**src/rtl/scanner_result_scheduler_pkg.sv**
```systemverilog
// Shared types for the scanner result path: EAN-13 width, scheduler FSM
// encoding and the {vpixel, code} word written into the result FIFO.
package scanner_pkg;
  localparam int EAN13_WIDTH = 52;
  localparam int VPIXEL_W    = 10;

  typedef enum logic [1:0] {
    IDLE    = 2'd0,
    CONFIRM = 2'd1,
    LOCKED  = 2'd2
  } schedState_e;

  typedef struct packed {
    logic [VPIXEL_W-1:0]    vpixel;
    logic [EAN13_WIDTH-1:0] code;
  } fifoWord_t;
endpackage

```
**src/rtl/scanner_result_scheduler_if.sv**
```systemverilog
// Scanner-decode input and result-FIFO write port of the scheduler.
interface scanner_result_scheduler_if #(
  parameter int CODE_WIDTH   = scanner_pkg::EAN13_WIDTH,
  parameter int VPIXEL_WIDTH = scanner_pkg::VPIXEL_W
);
  logic                               iNewData;
  logic [CODE_WIDTH-1:0]              iDataCode;
  logic [VPIXEL_WIDTH-1:0]            iVpixel;
  logic                               iFifoFull;
  logic                               oFifoWrEn;
  logic [VPIXEL_WIDTH+CODE_WIDTH-1:0] oFifoData;

  modport master (output iNewData, iDataCode, iVpixel, iFifoFull,
                  input  oFifoWrEn, oFifoData);
  modport slave  (input  iNewData, iDataCode, iVpixel, iFifoFull,
                  output oFifoWrEn, oFifoData);
endinterface

```
**src/rtl/scanner_result_scheduler_sat_counter.sv**
```systemverilog
// Saturating up-counter; holds at all-ones instead of wrapping.
module scanner_sat_counter #(
  parameter int WIDTH = 8
) (
  input  logic             iClk,
  input  logic             iRst,
  input  logic             iInc,
  output logic [WIDTH-1:0] oCount
);
  always_ff @(posedge iClk) begin
    if (iRst)                       oCount <= '0;
    else if (iInc && oCount != '1)  oCount <= oCount + WIDTH'(1);
  end
endmodule

```
**src/rtl/scanner_result_scheduler.sv**
```systemverilog
// Confirms EAN-13 decodes across nearby lines, reports each code once per
// frame (capped), and buffers one report against FIFO backpressure.
module scanner_result_scheduler
  import scanner_pkg::*;
#(
  parameter int CODE_WIDTH    = EAN13_WIDTH,
  parameter int VPIXEL_WIDTH  = VPIXEL_W,
  parameter int CONFIRM_COUNT = 3,
  parameter int MAX_LINE_GAP  = 4,
  parameter int MAX_PER_FRAME = 4
) (
  input  logic  iClk,
  input  logic  iRst,
  input  logic  iEnable,
  input  logic  iFrameStart,
  scanner_result_scheduler_if.slave bus,
  output logic [15:0] oFrameCount,
  output logic [7:0]  oDropCount,
  output logic        oPending
);
  schedState_e                        state, stateNext, effState;
  logic [CODE_WIDTH-1:0]              candCode, candCodeNext;
  logic [VPIXEL_WIDTH-1:0]            candVpixel, candVpNext;
  logic [VPIXEL_WIDTH-1:0]            lastVpixel, lastVpNext, lineGap;
  logic [3:0]                         matchCnt, matchCntNext, matchInc;
  logic [3:0]                         reportCnt, reportCntNext, effReport;
  logic [VPIXEL_WIDTH+CODE_WIDTH-1:0] holdWord;
  logic process, isMatch, loadCand, emit, wrEn, canLoad;

  // A coincident frame start takes effect before the detection is looked at.
  assign effState  = iFrameStart ? IDLE : state;
  assign effReport = iFrameStart ? 4'd0 : reportCnt;
  assign process   = bus.iNewData & iEnable & (effReport < 4'(MAX_PER_FRAME));
  assign lineGap   = bus.iVpixel - lastVpixel;
  assign isMatch   = (bus.iDataCode == candCode) &&
                     (lineGap <= VPIXEL_WIDTH'(MAX_LINE_GAP));
  assign matchInc  = matchCnt + 4'd1;

  always_comb begin
    stateNext     = effState;
    candCodeNext  = candCode;
    candVpNext    = candVpixel;
    lastVpNext    = lastVpixel;
    matchCntNext  = iFrameStart ? 4'd0 : matchCnt;
    reportCntNext = effReport;
    loadCand      = 1'b0;
    emit          = 1'b0;
    if (!iEnable) stateNext = IDLE;
    if (process) begin
      case (effState)
        CONFIRM: begin
          if (isMatch) begin
            matchCntNext = matchInc;
            lastVpNext   = bus.iVpixel;
            if (matchInc == 4'(CONFIRM_COUNT)) begin
              emit      = 1'b1;
              stateNext = LOCKED;
            end
          end else begin
            loadCand = 1'b1;
          end
        end
        LOCKED:  loadCand = (bus.iDataCode != candCode);
        default: loadCand = 1'b1;
      endcase
      if (loadCand) begin
        candCodeNext = bus.iDataCode;
        candVpNext   = bus.iVpixel;
        lastVpNext   = bus.iVpixel;
        matchCntNext = 4'd1;
        if (CONFIRM_COUNT == 1) begin
          emit      = 1'b1;
          stateNext = LOCKED;
        end else begin
          stateNext = CONFIRM;
        end
      end
      if (emit) reportCntNext = effReport + 4'd1;
    end
  end

  assign wrEn          = oPending & ~bus.iFifoFull;
  assign canLoad       = ~oPending | wrEn;
  assign bus.oFifoWrEn = wrEn;
  assign bus.oFifoData = holdWord;

  always_ff @(posedge iClk) begin
    if (iRst) begin
      state       <= IDLE;
      candCode    <= '0;
      candVpixel  <= '0;
      lastVpixel  <= '0;
      matchCnt    <= '0;
      reportCnt   <= '0;
      holdWord    <= '0;
      oPending    <= 1'b0;
      oFrameCount <= '0;
    end else begin
      state       <= stateNext;
      candCode    <= candCodeNext;
      candVpixel  <= candVpNext;
      lastVpixel  <= lastVpNext;
      matchCnt    <= matchCntNext;
      reportCnt   <= reportCntNext;
      oFrameCount <= oFrameCount + 16'(iFrameStart);
      if (emit && canLoad) begin
        holdWord <= {candVpNext, candCodeNext};
        oPending <= 1'b1;
      end else if (wrEn) begin
        oPending <= 1'b0;
      end
    end
  end

  scanner_sat_counter #(.WIDTH(8)) dropCounter (
    .iClk  (iClk),
    .iRst  (iRst),
    .iInc  (emit & ~canLoad),
    .oCount(oDropCount)
  );
endmodule

```
**src/flat_wrapper.sv**
```systemverilog
// flat-port wrapper written by rule: the top's interface ports become plain ports
module scanner_result_scheduler_flat import scanner_pkg::*;
#(
  parameter int CODE_WIDTH    = EAN13_WIDTH,
  parameter int VPIXEL_WIDTH  = VPIXEL_W,
  parameter int CONFIRM_COUNT = 3,
  parameter int MAX_LINE_GAP  = 4,
  parameter int MAX_PER_FRAME = 4
)
  (iClk, iRst, iEnable, iFrameStart, oFrameCount, oDropCount, oPending, bus_iNewData, bus_iDataCode, bus_iVpixel, bus_iFifoFull, bus_oFifoWrEn, bus_oFifoData);
  scanner_result_scheduler_if #(.CODE_WIDTH(CODE_WIDTH), .VPIXEL_WIDTH(VPIXEL_WIDTH)) bus_i ();
  input  logic iClk;
  input  logic iRst;
  input  logic iEnable;
  input  logic iFrameStart;
  output logic [15:0] oFrameCount;
  output logic [7:0] oDropCount;
  output logic oPending;
  input wire logic [$bits(bus_i.iNewData)-1:0] bus_iNewData;
  input wire logic [$bits(bus_i.iDataCode)-1:0] bus_iDataCode;
  input wire logic [$bits(bus_i.iVpixel)-1:0] bus_iVpixel;
  input wire logic [$bits(bus_i.iFifoFull)-1:0] bus_iFifoFull;
  output wire logic [$bits(bus_i.oFifoWrEn)-1:0] bus_oFifoWrEn;
  output wire logic [$bits(bus_i.oFifoData)-1:0] bus_oFifoData;
  assign bus_i.iNewData = bus_iNewData;
  assign bus_i.iDataCode = bus_iDataCode;
  assign bus_i.iVpixel = bus_iVpixel;
  assign bus_i.iFifoFull = bus_iFifoFull;
  assign bus_oFifoWrEn = bus_i.oFifoWrEn;
  assign bus_oFifoData = bus_i.oFifoData;
  scanner_result_scheduler #(.CODE_WIDTH(CODE_WIDTH), .VPIXEL_WIDTH(VPIXEL_WIDTH), .CONFIRM_COUNT(CONFIRM_COUNT), .MAX_LINE_GAP(MAX_LINE_GAP), .MAX_PER_FRAME(MAX_PER_FRAME)) u_core (.iClk(iClk), .iRst(iRst), .iEnable(iEnable), .iFrameStart(iFrameStart), .bus(bus_i), .oFrameCount(oFrameCount), .oDropCount(oDropCount), .oPending(oPending));
endmodule
```
**config.mk**
```make
export PLATFORM = sky130hd
export DESIGN_NAME = scanner_result_scheduler_flat
export DESIGN_NICKNAME = d
export VERILOG_FILES = /design/src/rtl/scanner_result_scheduler_pkg.sv /design/src/rtl/scanner_result_scheduler_if.sv /design/src/rtl/scanner_result_scheduler_sat_counter.sv /design/src/rtl/scanner_result_scheduler.sv /design/src/flat_wrapper.sv
export SDC_FILE = /design/constraint.sdc
export NUM_CORES = 1
export LEC_CHECK = 0
export BUFFER_PORTS_ARGS = -buffer_cell sky130_fd_sc_hd__buf_2
export CORE_UTILIZATION = 45
export DETAILED_ROUTE_END_ITERATION = 16
export PLACE_DENSITY = 0.71
export SLEW_MARGIN = 20
export SYNTH_ARGS = -nofsm -noshare
export SYNTH_HDL_FRONTEND = slang
export SYNTH_SLANG_ARGS = --single-unit
```
**constraint.sdc**
```tcl
create_clock -name iClk -period 5.8 [get_ports iClk]
set_input_delay 1.16 -clock iClk [delete_from_list [all_inputs] [get_ports iClk]]
set_output_delay 1.16 -clock iClk [all_outputs]
set_load 0.02 [all_outputs]
```
==> run metrics <==
vias after detailed routing=6868; htree depth=4; GP Congestion=0.833; post-synthesis sequential area ratio=45.1%; drt pass-1 iters=5; die width=131 um; clock buffer depth=2; Slowest-stage cell, CP=and3_2; final worst slack=1.62 ns; post_cts resized=0; largest net degree at the start of global routing=94; Final nets=1112; total global routing overflow=0; antenna violations before repair=0; setup violators final=0; pre-CTS WS=1.18 ns; uppermost layer routed=met4; Hold Fails Final Rpt=0; critical-path maximum fanout=35; unrepaired setup endpoints after global routing=no; number of global-route vias before repair=6317; syn nets=991; # hold bufs at CTS=0; Netlist cell types=50; Fillers=1483; worst-skew pair later-pin latency=0.44 ns; IO buf count=155; final wirelength=20100 um; fin crit period=4.18 ns; remaining antenna violation count=0; DIE AREA=17200 sq um; Pwr per Cell Area=289 nW/um^2; crit path capture type=flop; Clock Skew=0.00982 ns; P_leak=3.87 nW; Async SR Flop Fraction=0%; Least-Margin Pin Slew=0.972 ns; post-synthesis cell area=7500 sq um; crit-path cells=buf_2, ha_1, o21a_1, or3_1, a32o_1, nor4_2, and3_1, and3_2, buf_12, nor2_1, a311oi_1; DR DRC count=0; Worst EP arrival=4.51 ns; syn avg cell area=8.28 sq um; period utilization=72.0%; Max Clk Rate=239 MHz; Synth Instances=906; CP peak stage delay=0.64 ns; DP Area=8430 sq um; Top FF cell, synth=dfxtp_1; top-level I/O count=156; M1 WL=9010 um; Antenna Cells=0; CTS sink cnt=169; Num CTS Buffers=17; Yosys reg bits=169; Overall Power=2.62 mW; DR WL met2=9310 um; Root Driver=clkbuf_16; Worst slew margin=35.2%; DR WL/cell=16.0 um; most common cell after layout, fill and taps aside=dfxtp_1; Synth-to-Final Area Change=20.5%; total track usage=23.7%; starting density of the core=46.7%; drt first-iter violations=505; Clock transition at path regs=0.06 ns; detailed placer's ending HPWL=13400 um; postcts setup bufs=0; VDD IR max=0.213 mV; Post-synth EDFFs=0; Cell Rows=46; commonest cells after routing, fill and taps aside=169 x dfxtp_1, 154 x buf_2, 153 x nor2_1; first-pass GRT wire length=32500 um; CP Class=in -> reg; TritonCTS clock tree=built; HP Class=reg -> reg; layout cells sized above 1=20.1%; Finished Cell Area=9040 sq um; Ys Warns=0; Slew Viols, Final=0; met3 routed WL=1280 um; core area=16100 sq um; critical path required time=6.13 ns; startpoint types=input port; drt via density=5.47; die height=131 um; setup TNS=0 ns; Max Cap Viol=0; status=complete, no violations
## final timing paths
kind | from | endpoint | slack [ns] | cells after the start
max | bus_iVpixel[6] | u_core.bus.oFifoData[54] | 1.62 | 11
min | u_core.reportCnt[3] | u_core.reportCnt[3] | 0.48 | 1
min reg2reg | u_core.reportCnt[3] | u_core.reportCnt[3] | 0.48 | 1
max reg2reg | u_core.lastVpixel[6] | u_core.bus.oFifoData[54] | 2.14 | 11
## routing by layer
metal  track usage (%)  up-vias
met3              6.64       29
met4              8.63        0
met1              30.8     3226
met2              37.2      217
li1                  -     3396
met5                 0        -
## kinds of logic (layout without fill, tap and decap cells)
family	after synthesis	in the layout	synth area share, %
mux	16	16	2.18
fa+ha+maj	17	17	2.83
compound gates	186	186	14.1
buf+inv	83	217	4.37
flops	169	169	45.1
simple gates	362	362	22.9
xor+xnor	73	73	8.52
## synth_stat cells (all sizes together) (2+ instances only)
cell type	n	area share, %
nand2b	5	0.42
nor3b	2	0.20
a32o	2	0.27
xnor2	6	0.70
o211ai	2	0.20
nor2	154	7.7
nor4	18	1.6
nand4	7	0.78
o31ai	5	0.50
o221ai	2	0.23
clkbuf	51	2.6
a21oi	82	5.5
buf	12	0.80
mux2i	13	1.7
nand2	13	0.65
inv	20	1.0
nor3	56	3.7
mux2	3	0.45
and4	2	0.23
ha	17	2.8
o21ai	68	4.6
a22o	2	0.23
a311oi	10	1.2
dfxtp	169	45
and3	7	0.58
a21boi	2	0.25
or4	5	0.50
and2	2	0.17
xor2	67	7.8
a211oi	2	0.20
o21a	2	0.20
nand3	77	5.1
nor2b	11	0.92
or3	2	0.17
## flip-flops by register name (all words and copies together) (netlist names)
name	flops
u_core.lastVpixel	10
u_core.matchCnt	4
u_core.candVpixel	10
u_core.oFrameCount	16
u_core.oPending	1
u_core.candCode	52
u_core.bus.oFifoData	62
u_core.state	2
u_core.dropCounter.oCount	8
u_core.reportCnt	4
## power by group
group	internal (mW)	switching [mW]	leakage, nW
clock	0.711	0.474	0.303
sequential	1.19	0.0212	1.37
combinational	0.0824	0.138	2.20
total	1.98	0.634	3.87
## stage by stage
stage                     cells  hold slack [ns]  util, %
after global routing       1256            0.503     56.3
after floorplan             906            0.454        -
final                      1256            0.478     56.3
after detailed placement   1224            0.469     52.5
after global placement     1224            0.463     52.5
after CTS                  1256            0.480     56.3
## layout make-up
| type | instances | area (sq um) | share of cell area (%) |
|---|---|---|---|
| Clock buffer | 21 | 470 | 5.20 |
| Clock inverter | 11 | 144 | 1.59 |
| Inverter | 20 | 75.1 | 0.830 |
| Multi-Input combinational cell | 654 | 3820 | 42.3 |
| Sequential cell | 169 | 3380 | 37.4 |
| Tap cell | 216 | 270 | 2.99 |
| Timing Repair Buffer | 165 | 878 | 9.71 |
## worst max-delay path, delay by kind of cell
kind / cells / cell delay [ns]
AO/OA/AOI/OAI: 3 / 0.67
AND/OR/NAND/NOR: 5 / 1.84
adder cells (fa/ha/maj): 1 / 0.40
buffers and inverters: 2 / 0.40
Note: power is estimated with default switching activity, not from simulation.
